### config.mk
export PLATFORM = sky130hd
export DESIGN_NAME = mux_sweep_ctrl_flat
export DESIGN_NICKNAME = d
export VERILOG_FILES = /design/src/rtl/mux_sweep_ctrl_if.sv /design/src/rtl/mux_sweep_ctrl.sv /design/src/flat_wrapper.sv
export SDC_FILE = /design/constraint.sdc
export NUM_CORES = 1
export LEC_CHECK = 0
export CAP_MARGIN = 20
export CORE_MARGIN = 10
export CORE_UTILIZATION = 53
export DETAILED_ROUTE_END_ITERATION = 16
export PLACE_DENSITY_LB_ADDON = 0.1
export REMOVE_ABC_BUFFERS = 1
export SLEW_MARGIN = 15
export SYNTH_ARGS = -nofsm -noshare
export SYNTH_HDL_FRONTEND = slang
export SYNTH_SLANG_ARGS = --single-unit
### constraint.sdc
create_clock -name clk -period 3 [get_ports clk]
set_input_delay 0.9 -clock clk [delete_from_list [all_inputs] [get_ports clk]]
set_output_delay 0.9 -clock clk [all_outputs]
set_load 0.02 [all_outputs]
### src/rtl/mux_sweep_ctrl_if.sv
// Bundle between the sweep controller and its host/mux: start strobe, mux drive,
// sampled mux output and the captured results.
interface mux_sweep_ctrl_if;
  logic        start;
  logic        f;
  logic        a;
  logic        b;
  logic        c;
  logic        d;
  logic        busy;
  logic        done;
  logic        pass;
  logic        fail_valid;
  logic [15:0] truth_table;
  logic [4:0]  mismatch_count;
  logic [3:0]  first_fail;

  modport master (
    output start, f,
    input  a, b, c, d, busy, done, pass, fail_valid,
    input  truth_table, mismatch_count, first_fail
  );

  modport slave (
    input  start, f,
    output a, b, c, d, busy, done, pass, fail_valid,
    output truth_table, mismatch_count, first_fail
  );
endinterface

### src/rtl/mux_sweep_ctrl.sv
// Sweeps the 16 {A,B,C,D} vectors through a 4:1 mux, captures F per vector and
// compares the captured truth table with EXPECTED.
module mux_sweep_ctrl #(
  parameter int unsigned SETTLE_CYCLES = 2,
  parameter logic [15:0] EXPECTED      = 16'h2435
) (
  input  logic             clk,
  input  logic             reset,
  mux_sweep_ctrl_if.slave  bus
);

  typedef enum logic [1:0] {
    IDLE   = 2'd0,
    SETTLE = 2'd1,
    SAMPLE = 2'd2,
    DONE   = 2'd3
  } state_e;

  localparam logic [3:0] CNT_LOAD = 4'(SETTLE_CYCLES - 1);

  state_e      state_q;
  logic [3:0]  idx_q;
  logic [3:0]  cnt_q;
  logic        busy_q;
  logic        done_q;
  logic        pass_q;
  logic        fail_valid_q;
  logic [15:0] truth_table_q;
  logic [4:0]  mismatch_q;
  logic [3:0]  first_fail_q;

  logic        miss_d;
  logic [4:0]  mismatch_d;

  // pass in DONE must see the count including the final sample, so it is formed here
  always_comb begin
    miss_d     = bus.f ^ EXPECTED[idx_q];
    mismatch_d = mismatch_q + {4'd0, miss_d};
  end

  always_ff @(posedge clk or posedge reset) begin
    if (reset) begin
      state_q       <= IDLE;
      idx_q         <= 4'd0;
      cnt_q         <= 4'd0;
      busy_q        <= 1'b0;
      done_q        <= 1'b0;
      pass_q        <= 1'b0;
      fail_valid_q  <= 1'b0;
      truth_table_q <= 16'd0;
      mismatch_q    <= 5'd0;
      first_fail_q  <= 4'd0;
    end else begin
      case (state_q)
        IDLE: begin
          done_q <= 1'b0;
          if (bus.start) begin
            idx_q         <= 4'd0;
            truth_table_q <= 16'd0;
            mismatch_q    <= 5'd0;
            first_fail_q  <= 4'd0;
            fail_valid_q  <= 1'b0;
            pass_q        <= 1'b0;
            cnt_q         <= CNT_LOAD;
            busy_q        <= 1'b1;
            state_q       <= SETTLE;
          end else begin
            state_q <= IDLE;
          end
        end
        SETTLE: begin
          if (cnt_q == 4'd0) begin
            state_q <= SAMPLE;
          end else begin
            cnt_q <= cnt_q - 4'd1;
          end
        end
        SAMPLE: begin
          truth_table_q[idx_q] <= bus.f;
          mismatch_q           <= mismatch_d;
          if (miss_d && !fail_valid_q) begin
            first_fail_q <= idx_q;
            fail_valid_q <= 1'b1;
          end
          if (idx_q == 4'd15) begin
            done_q  <= 1'b1;
            pass_q  <= (mismatch_d == 5'd0);
            state_q <= DONE;
          end else begin
            idx_q   <= idx_q + 4'd1;
            cnt_q   <= CNT_LOAD;
            state_q <= SETTLE;
          end
        end
        DONE: begin
          done_q  <= 1'b0;
          busy_q  <= 1'b0;
          state_q <= IDLE;
        end
        default: begin
          state_q <= IDLE;
        end
      endcase
    end
  end

  assign bus.a              = idx_q[3];
  assign bus.b              = idx_q[2];
  assign bus.c              = idx_q[1];
  assign bus.d              = idx_q[0];
  assign bus.busy           = busy_q;
  assign bus.done           = done_q;
  assign bus.pass           = pass_q;
  assign bus.fail_valid     = fail_valid_q;
  assign bus.truth_table    = truth_table_q;
  assign bus.mismatch_count = mismatch_q;
  assign bus.first_fail     = first_fail_q;

endmodule

### src/flat_wrapper.sv
// flat-port wrapper written by rule: the top's interface ports become plain ports
module mux_sweep_ctrl_flat 
#(
  parameter int unsigned SETTLE_CYCLES = 2,
  parameter logic [15:0] EXPECTED      = 16'h2435
)
  (clk, reset, bus_start, bus_f, bus_a, bus_b, bus_c, bus_d, bus_busy, bus_done, bus_pass, bus_fail_valid, bus_truth_table, bus_mismatch_count, bus_first_fail);
  mux_sweep_ctrl_if bus_i ();
  input  logic clk;
  input  logic reset;
  input wire logic [$bits(bus_i.start)-1:0] bus_start;
  input wire logic [$bits(bus_i.f)-1:0] bus_f;
  output wire logic [$bits(bus_i.a)-1:0] bus_a;
  output wire logic [$bits(bus_i.b)-1:0] bus_b;
  output wire logic [$bits(bus_i.c)-1:0] bus_c;
  output wire logic [$bits(bus_i.d)-1:0] bus_d;
  output wire logic [$bits(bus_i.busy)-1:0] bus_busy;
  output wire logic [$bits(bus_i.done)-1:0] bus_done;
  output wire logic [$bits(bus_i.pass)-1:0] bus_pass;
  output wire logic [$bits(bus_i.fail_valid)-1:0] bus_fail_valid;
  output wire logic [$bits(bus_i.truth_table)-1:0] bus_truth_table;
  output wire logic [$bits(bus_i.mismatch_count)-1:0] bus_mismatch_count;
  output wire logic [$bits(bus_i.first_fail)-1:0] bus_first_fail;
  assign bus_i.start = bus_start;
  assign bus_i.f = bus_f;
  assign bus_a = bus_i.a;
  assign bus_b = bus_i.b;
  assign bus_c = bus_i.c;
  assign bus_d = bus_i.d;
  assign bus_busy = bus_i.busy;
  assign bus_done = bus_i.done;
  assign bus_pass = bus_i.pass;
  assign bus_fail_valid = bus_i.fail_valid;
  assign bus_truth_table = bus_i.truth_table;
  assign bus_mismatch_count = bus_i.mismatch_count;
  assign bus_first_fail = bus_i.first_fail;
  mux_sweep_ctrl #(.SETTLE_CYCLES(SETTLE_CYCLES), .EXPECTED(EXPECTED)) u_core (.clk(clk), .reset(reset), .bus(bus_i));
endmodule
==> results.yml, run 1 <==
outcome:
  status: "complete, no violations"
sta:
  timing.fmax_ghz: 0.3488
  fin_crit_sh_pct: 95.58
  slew_headroom_pct: 45.96
  setup_viol: 0
  final_max_slew_viol_count: 0
  fin_skew_ps: 8.117
  fin_tns_setup_ps: 0
  rsz0062_at_grt: "no"
  hold_viol: 0
  finalCriticalPeriod_ps: 2867
  worst_pin_slew_ps: 810.6
worst_setup_path:
  critPathLaunch: "bus_f"
  cp_common_cell: "ha_1"
  crit_required_ps: 3210
  crit_buf_inv: 1
  critPathKind: "in -> reg"
  cp-start-kind: "input port"
  path_max_fanout: 3
  critPathTopFamily: "simple AND/OR/NAND/NOR gates"
  r2r_slack_ps: 380
  max_stage_delay_ps: 440
  cp_slowest_cell: "clkdlybuf4s50_1"
  r2r_start: "u_core.idx_q[1]"
  critPathArrivalTime_ps: 3080
  crit_chain: "clkdlybuf4s50_1, nor2b_1, mux2_4, or2_2, ha_1, ha_1, nor4_2, nand2_1, o22ai_1"
  critPathCaptureType: "register"
detailed_routing:
  drt_first_pass_iters: 4
  viasPerCell: 5.775
  wl_per_cell_um: 16.89
  wl_um: 5336
  num_vias: 1825
  drc: 0
  ant_nets: 0
  drt_iter0_drc: 92
floorplanning:
  die_h_um: 83.80
  num_rows: 23
  dieArea_um2: 7022
  start_util_pct: 54.32
  core-area_um2: 3971
  pin_count: 37
  die_w_um: 83.80
synthesis:
  yosys-top-cells-area: "dfrtp_1 45%, ha_1 7.0%, a21boi_0 5.2%"
  yosysSeqAreaShare_pct: 45.24
  synthDistinctLibCells: 40
  synth-edff-count: 0
  ys.flop_type: "dfrtp_1"
  synthCells: 222
  avgSynthCellArea_um2: 9.717
  synth_top_area_share_pct: 45.24
  ys_seq_elements: 39
  syn_area_um2: 2157
  ys_warn_count: 0
  synthArstFlopShare_pct: 100.0
  synth_top_area_cell: "dfrtp_1"
cells_and_area:
  diodes: 0
  final_cell_mix: "39 x dfrtp_1, 36 x clkdlybuf4s50_1, 23 x nand2_1"
  syn_to_final_growth_pct: 25.64
  final_cells: 316
  final_nets: 282
  layout_commonest_cell: "dfrtp_1"
  drive_gt1_share_pct: 10.90
grt:
  grt_pass1_wl_um: 9114
  grt_overflow: 0
  grt.total_usage_pct: 15.53
  antenna_found_initial: 0
  grt_start_max_net_pins: 40
  grt_pass1_vias: 1827
placement:
  gp_congestion: 0.7777
  dpl.hpwl_um: 3765
  io_buffers: 36
  placed_cells: 309
clock_tree:
  clock_latency_ps: 300
  cts_setup_buffers: 0
  cts_tree: "built"
  hold_buffers: 0
  cts.clk_slew.worst_paths_ps: 80
  cts-root-buf: "clkbuf_8"
  cts_sinks: 39
  htreeDepth: 2
  cts_buffers: 5
  cts.repair.resized: 0
  cts.path.max_buffers: 2
power:
  p_leak_nw: 1.189
  power_density_nw_per_um2: 947.6
  peakVddDrop_uv: 481.6
worst_hold_path:
  worstHoldStart: "u_core.bus.busy"
  hp-class: "reg -> reg"
job:
  drv_cap: 0
per-stage QoR:
stage	util, %	power (mW)	hold slack (ps)	instance area, µm²	worst slack (ps)
6_report	68.24	2.568	483.6	2710	132.6
5_1_grt	68.24	2.768	514.7	2710	7.082
4_1_cts	68.08	2.572	494.7	2704	118.6
3_5_place_dp	65.88	2.193	477.5	2616	-176.4
3_3_place_gp	65.88	2.171	465.6	2616	-132.0
2_1_floorplan	-	1.665	470.0	2118	386.2
power by group:
part	switching, mW	internal (mW)
combinational	0.810	0.610
sequential	0.122	0.660
clock	0.186	0.181
total	1.12	1.45
state kept, by name, indices dropped and copies added, names as in the netlist:
signal                     cells
u_core.bus.truth_table        16
u_core.bus.mismatch_count      5
u_core.bus.first_fail          4
u_core.cnt_q                   4
u_core.idx_q                   4
u_core.state_q                 2
u_core.bus.busy                1
u_core.bus.done                1
u_core.bus.fail_valid          1
u_core.bus.pass                1
metal layers:
layer | vias up | wire, µm | global-route usage [%] | share of wire [%]
li1 | 873 | - | - | -
met1 | 874 | 2409 | 19.83 | 45
met2 | 62 | 2359 | 22.37 | 44
met3 | 16 | 403 | 5.762 | 7.6
met4 | 0 | 165 | 7.610 | 3.1
met5 | - | 0 | 0 | 0
synthesized netlist by cell type, types with 3 or more instances:
master	instances
a21oi_1	3
nor2_1	4
nor2b_1	4
inv_1	13
nand2_1	23
o21ai_0	22
mux2i_1	4
dfrtp_1	39
o22ai_1	6
nand3_1	8
a21boi_0	15
clkbuf_1	5
ha_1	12
nand2b_1	5
o21ai_1	17
buf_2	4
a22o_1	7
layout make-up:
type,instances,area [µm²]
Inverter,13,48.80
Fill cell,334,1261
Clock inverter,1,5.005
Multi-Input combinational cell,161,1100
Sequential cell,39,975.9
Clock buffer,6,82.58
Tap cell,50,62.56
Timing Repair Buffer,46,435.4
worst min-delay path: stages, from the launching register on:
cell and delay [ps]:
dfrtp_1 350, nand2_1 50, o21ai_0 50
cells by family after synthesis:
kind of cell	count (synthesis)	share of synthesized area (%)
xor+xnor	4	1.624
compound gates	79	23.90
flops	39	45.24
simple gates	58	13.98
fa+ha+maj	12	6.960
mux	8	4.234
buf+inv	22	4.061
worst paths after layout:
path	to	cells after the start
setup / recovery	u_core.bus.pass	9
hold reg to reg	u_core.bus.busy	2
setup reg to reg	u_core.bus.pass	10
max in group asynchronous	u_core.bus.truth_table[10]	3
hold / removal	u_core.bus.busy	2
min in group asynchronous	u_core.cnt_q[0]	3
(Power assumes the default switching activity.)
==> inputs of run 2 (changes only) <==
- CORE_UTILIZATION: 53 -> 40
==> run 2 against run 1 <==
Sequential share of layout area fell by 0.59 points. Critical path depth up 2. Cell area up 1.7%. Non-clock buffer count stayed put. Sequential power increased by 2%.
==> results.yml, run 2 (same netlist as run 1, synthesis figures left out) <==
clock_tree:
  clock_latency_ps: 290
  cts_tree: "built"
  cts_buffers: 5
  cts_sinks: 39
  cts.path.max_buffers: 2
  hold_buffers: 0
  cts.clk_slew.worst_paths_ps: 80
  htreeDepth: 2
  cts_setup_buffers: 0
  cts-root-buf: "clkbuf_8"
cells_and_area:
  final_cell_mix: "39 x dfrtp_1, 35 x clkdlybuf4s50_1, 23 x nand2_1"
  multi_input_area_um2: 1105
  syn_to_final_growth_pct: 27.73
  final_nets: 282
  diodes: 0
  final_cells: 337
  drive_gt1_share_pct: 11.61
  post-route-util_pct: 53.27
  largest_reg_flops: 16
  nFillCells: 488
  ff_latch_area_um2: 975.9
  layout_commonest_cell: "dfrtp_1"
worst_setup_path:
  r2r_slack_ps: 370
  crit_path_end: "u_core.bus.pass"
  critPathKind: "reg -> reg"
  crit_required_ps: 3220
  critPathCaptureType: "register"
  reg2reg_to: "u_core.bus.pass"
  cp-start-kind: "register"
  r2r_cells: 11
  path_max_fanout: 7
  critPathArrivalTime_ps: 2840
  critPathLaunch: "u_core.idx_q[1]"
  r2r_start: "u_core.idx_q[1]"
sta:
  worst_pin_slew_ps: 829.2
  fin_crit_sh_pct: 87.54
  worst_slack_ps: 373.9
  timing.fmax_ghz: 0.3808
  rsz0062_at_grt: "no"
  hold_viol: 0
  final_max_slew_viol_count: 0
  fin_skew_ps: 2.728
  setup_viol: 0
  finalCriticalPeriod_ps: 2626
  slew_headroom_pct: 44.72
power:
  peakVddDrop_uv: 496.0
  p_leak_nw: 1.197
  power_density_nw_per_um2: 939.7
floorplanning:
  die_h_um: 93.44
  dieArea_um2: 8730
  pin_count: 37
  start_util_pct: 41.70
  num_rows: 26
  die_w_um: 93.44
  core-area_um2: 5172
detailed_routing:
  ant_nets: 0
  drc: 0
  drt_iter0_drc: 76
  wl_per_cell_um: 15.93
  wl_um: 5368
  num_vias: 1773
  viasPerCell: 5.261
  drt_first_pass_iters: 4
placement:
  gp_congestion: 0.8074
  dpl.hpwl_um: 3891
  io_buffers: 36
  dp_slack_ps: -136.7
  placed_cells: 329
worst_hold_path:
  worstHoldStart: "u_core.bus.busy"
  hp-class: "reg -> reg"
grt:
  grt_pass1_wl_um: 9418
  grt_overflow: 0
  grt_pass1_vias: 1815
  grt.total_usage_pct: 13.23
  antenna_found_initial: 0
  grt_start_max_net_pins: 40
job:
  drv_cap: 0
outcome:
  status: "complete, no violations"
run 2: cell count changes in the layout (fill, tap and decap cells not counted), sizes merged:
cell and change:
dlymetal6s2s +1, clkbuf +2, clkinv -1, clkdlybuf4s50 -1
run 2: report_power, final:
part	switching (mW)	internal (mW)
sequential	0.138	0.660
clock	0.184	0.210
combinational	0.784	0.613
run 2: worst min-delay path by stage:
stage	endpoint	slack, ps	cells past startpoint
after CTS	u_core.bus.busy	490	2
after detailed placement	u_core.bus.busy	470	2
after floorplan	u_core.cnt_q[3]	470	1
final	u_core.bus.busy	480	2
after global placement	u_core.bus.busy	470	2
after global routing	u_core.bus.busy	520	2
run 2: worst max-delay path, stage by stage, from the launching register on:
cell and delay [ps]:
dfrtp_1 460, inv_1 160, ha_1 340, mux2i_1 140
mux2i_1 150, or2_2 290, ha_2 180, ha_2 180
xor2_1 150, nor4_2 280, nand2_1 80, o22ai_1 140
run 2: layer usage:
metal	track usage (%)	part of all wire, %	vias to the layer above
met1	16.67	44	853
met5	0	0	-
met4	3.085	1.1	0
met2	20.82	48	40
li1	-	-	875
met3	5.036	7.2	5
run 2: through the flow:
| stage | total power, mW | hold slack [ps] | setup TNS (ps) | instance area [µm²] |
|---|---|---|---|---|
| global route | 2.832 | 515.5 | 0 | 2755 |
| floorplan | 1.665 | 470.0 | 0 | 2118 |
| detailed placement | 2.199 | 472.4 | -281.6 | 2641 |
| CTS | 2.600 | 489.0 | 0 | 2741 |
| finish | 2.589 | 483.8 | 0 | 2755 |
| global placement | 2.191 | 472.6 | -157.4 | 2641 |
run 2: layout make-up:
type,count,share of cell area [%]
well taps,70,3.179
inverters,13,1.771
flip-flops and latches,39,35.42
repair buffers,46,15.89
multi-input cells,161,40.10
clock buffers,8,3.633
run 2: timing repair:
| action | 4_1_cts | 5_1_grt |
|---|---|---|
| setup endpoints to repair | 0 | 1 |
| hold endpoints to repair | 0 | 0 |
| gates resized for setup | 0 | 4 |
==> inputs of run 3 (changes only) <==
- CORE_ASPECT_RATIO: default -> 0.5
- PLACE_DENSITY_LB_ADDON: 0.1 -> 0.12
==> run 3 against run 2 <==
Sequential share of layout area grew 0.19 points. Largest cell class unchanged. Global-route usage decreased by 0.30 points. Setup slack better by 7.2 ps. Via count fell by 0.28%. Core utilization is 0.81 points higher. Cell area down 0.54%. Highest routed layer unchanged.
==> results.yml, run 3 (same netlist as run 1, synthesis figures left out) <==
outcome:
  status: "complete, no violations"
sta:
  worst_pin_slew_ps: 655.4
  timing.fmax_ghz: 0.3818
  final_max_slew_viol_count: 0
  fin_crit_sh_pct: 87.30
  fin_tns_setup_ps: 0
  fin_skew_ps: 5.703
  slew_headroom_pct: 55.44
  finalCriticalPeriod_ps: 2619
  hold_viol: 0
  setup_viol: 0
  rsz0062_at_grt: "no"
  worst_slack_ps: 381.1
worst_hold_path:
  worstHoldStart: "u_core.bus.busy"
  hp-class: "reg -> reg"
cells_and_area:
  drive_gt1_share_pct: 11.28
  layout_commonest_cell: "dfrtp_1"
  diodes: 0
  ff_latch_area_um2: 975.9
  syn_to_final_growth_pct: 27.03
  final_nets: 282
  final_cell_mix: "39 x dfrtp_1, 35 x clkdlybuf4s50_1, 23 x nand2_1"
  largest_reg_flops: 16
  multi_input_area_um2: 1102
  nFillCells: 481
detailed_routing:
  wl_um: 5329
  wl_per_cell_um: 15.86
  num_vias: 1768
  viasPerCell: 5.262
  drt_iter0_drc: 88
  drc: 0
  drt_first_pass_iters: 4
  ant_nets: 0
power:
  peakVddDrop_uv: 301.2
  power_mw: 2.556
  p_leak_nw: 1.195
  power_density_nw_per_um2: 932.7
grt:
  grt_pass1_wl_um: 9342
  grt.total_usage_pct: 12.93
  grt_pass1_vias: 1849
  antenna_found_initial: 0
  grt_overflow: 0
  grt_start_max_net_pins: 40
floorplanning:
  pin_count: 37
  die_h_um: 71.93
  core-area_um2: 5067
  die_w_um: 123.9
  start_util_pct: 42.57
  dieArea_um2: 8908
  num_rows: 18
clock_tree:
  cts-root-buf: "clkbuf_8"
  hold_buffers: 0
  cts_buffers: 5
  cts_sinks: 39
  cts.clk_slew.worst_paths_ps: 70
  clock_latency_ps: 290
  cts_setup_buffers: 0
  cts_tree: "built"
  cts.repair.resized: 0
  cts.path.max_buffers: 2
  htreeDepth: 2
placement:
  gp_congestion: 0.7887
  io_buffers: 36
  dpl.hpwl_um: 3956
  dp_slack_ps: -159.9
worst_setup_path:
  critPathArrivalTime_ps: 2830
  path_max_fanout: 7
  r2r_start: "u_core.idx_q[1]"
  crit_required_ps: 3210
  cp-start-kind: "register"
  critPathKind: "reg -> reg"
  critPathLaunch: "u_core.idx_q[1]"
  critPathCaptureType: "register"
job:
  drv_cap: 0
-- run 3: cell count changes in the layout (fill, tap and decap cells not counted) --
cell,previous run,this run
clkbuf_1,1,0
clkbuf_8,7,6
clkinv_2,0,1
ha_1,10,11
ha_2,2,1
-- run 3: layer usage --
| metal | vias to the layer above | track usage [%] | share of wire, % |
|---|---|---|---|
| met1 | 855 | 17.55 | 49 |
| met2 | 31 | 19.23 | 44 |
| met4 | 0 | 2.953 | 0.32 |
| li1 | 879 | - | - |
| met5 | - | 0 | 0 |
| met3 | 3 | 4.556 | 6.5 |
-- run 3: critical path, stage by stage (launching register included) --
cell,delay (ps)
dfrtp_1,490
inv_1,150
ha_1,280
mux2i_1,200
mux2i_1,110
or2_2,290
ha_1,200
ha_2,180
xor2_1,150
nor4_2,270
nand2_1,80
o22ai_1,150
-- run 3: power breakdown --
| group | switching [mW] | total [mW] | internal [mW] |
|---|---|---|---|
| combinational | 0.783 | 1.39 | 0.607 |
| clock | 0.183 | 0.364 | 0.181 |
| sequential | 0.142 | 0.802 | 0.660 |
| total | 1.11 | 2.56 | 1.45 |
-- run 3: final cells by class --
cell class                 instances  area share [%]
timing repair buffer              46           15.98
clock inverter                     1          0.1826
clock buffer                       6           3.014
sequential                        39           35.62
inverter                          13           1.781
multi-input combinational        161           40.23
tap                               70           3.196
-- run 3: worst paths after layout --
check,cells after the start,to,slack [ps]
worst max-delay path,11,u_core.bus.pass,380
max in group asynchronous,3,u_core.bus.truth_table[3],1630
worst min-delay path,2,u_core.bus.busy,500
min in group asynchronous,3,u_core.bus.truth_table[12],1030
worst min register to register,2,u_core.bus.busy,500
worst max register to register,11,u_core.bus.pass,380
-- run 3: stage by stage --
stage	hold WS, ps	instances	area [µm²]	utilization, %
floorplan	470.0	213	2118	-
global placement	476.0	329	2641	52.12
detailed placement	490.4	329	2641	52.12
CTS	506.9	336	2729	53.85
global route	536.0	336	2740	54.07
finish	498.1	336	2740	54.07
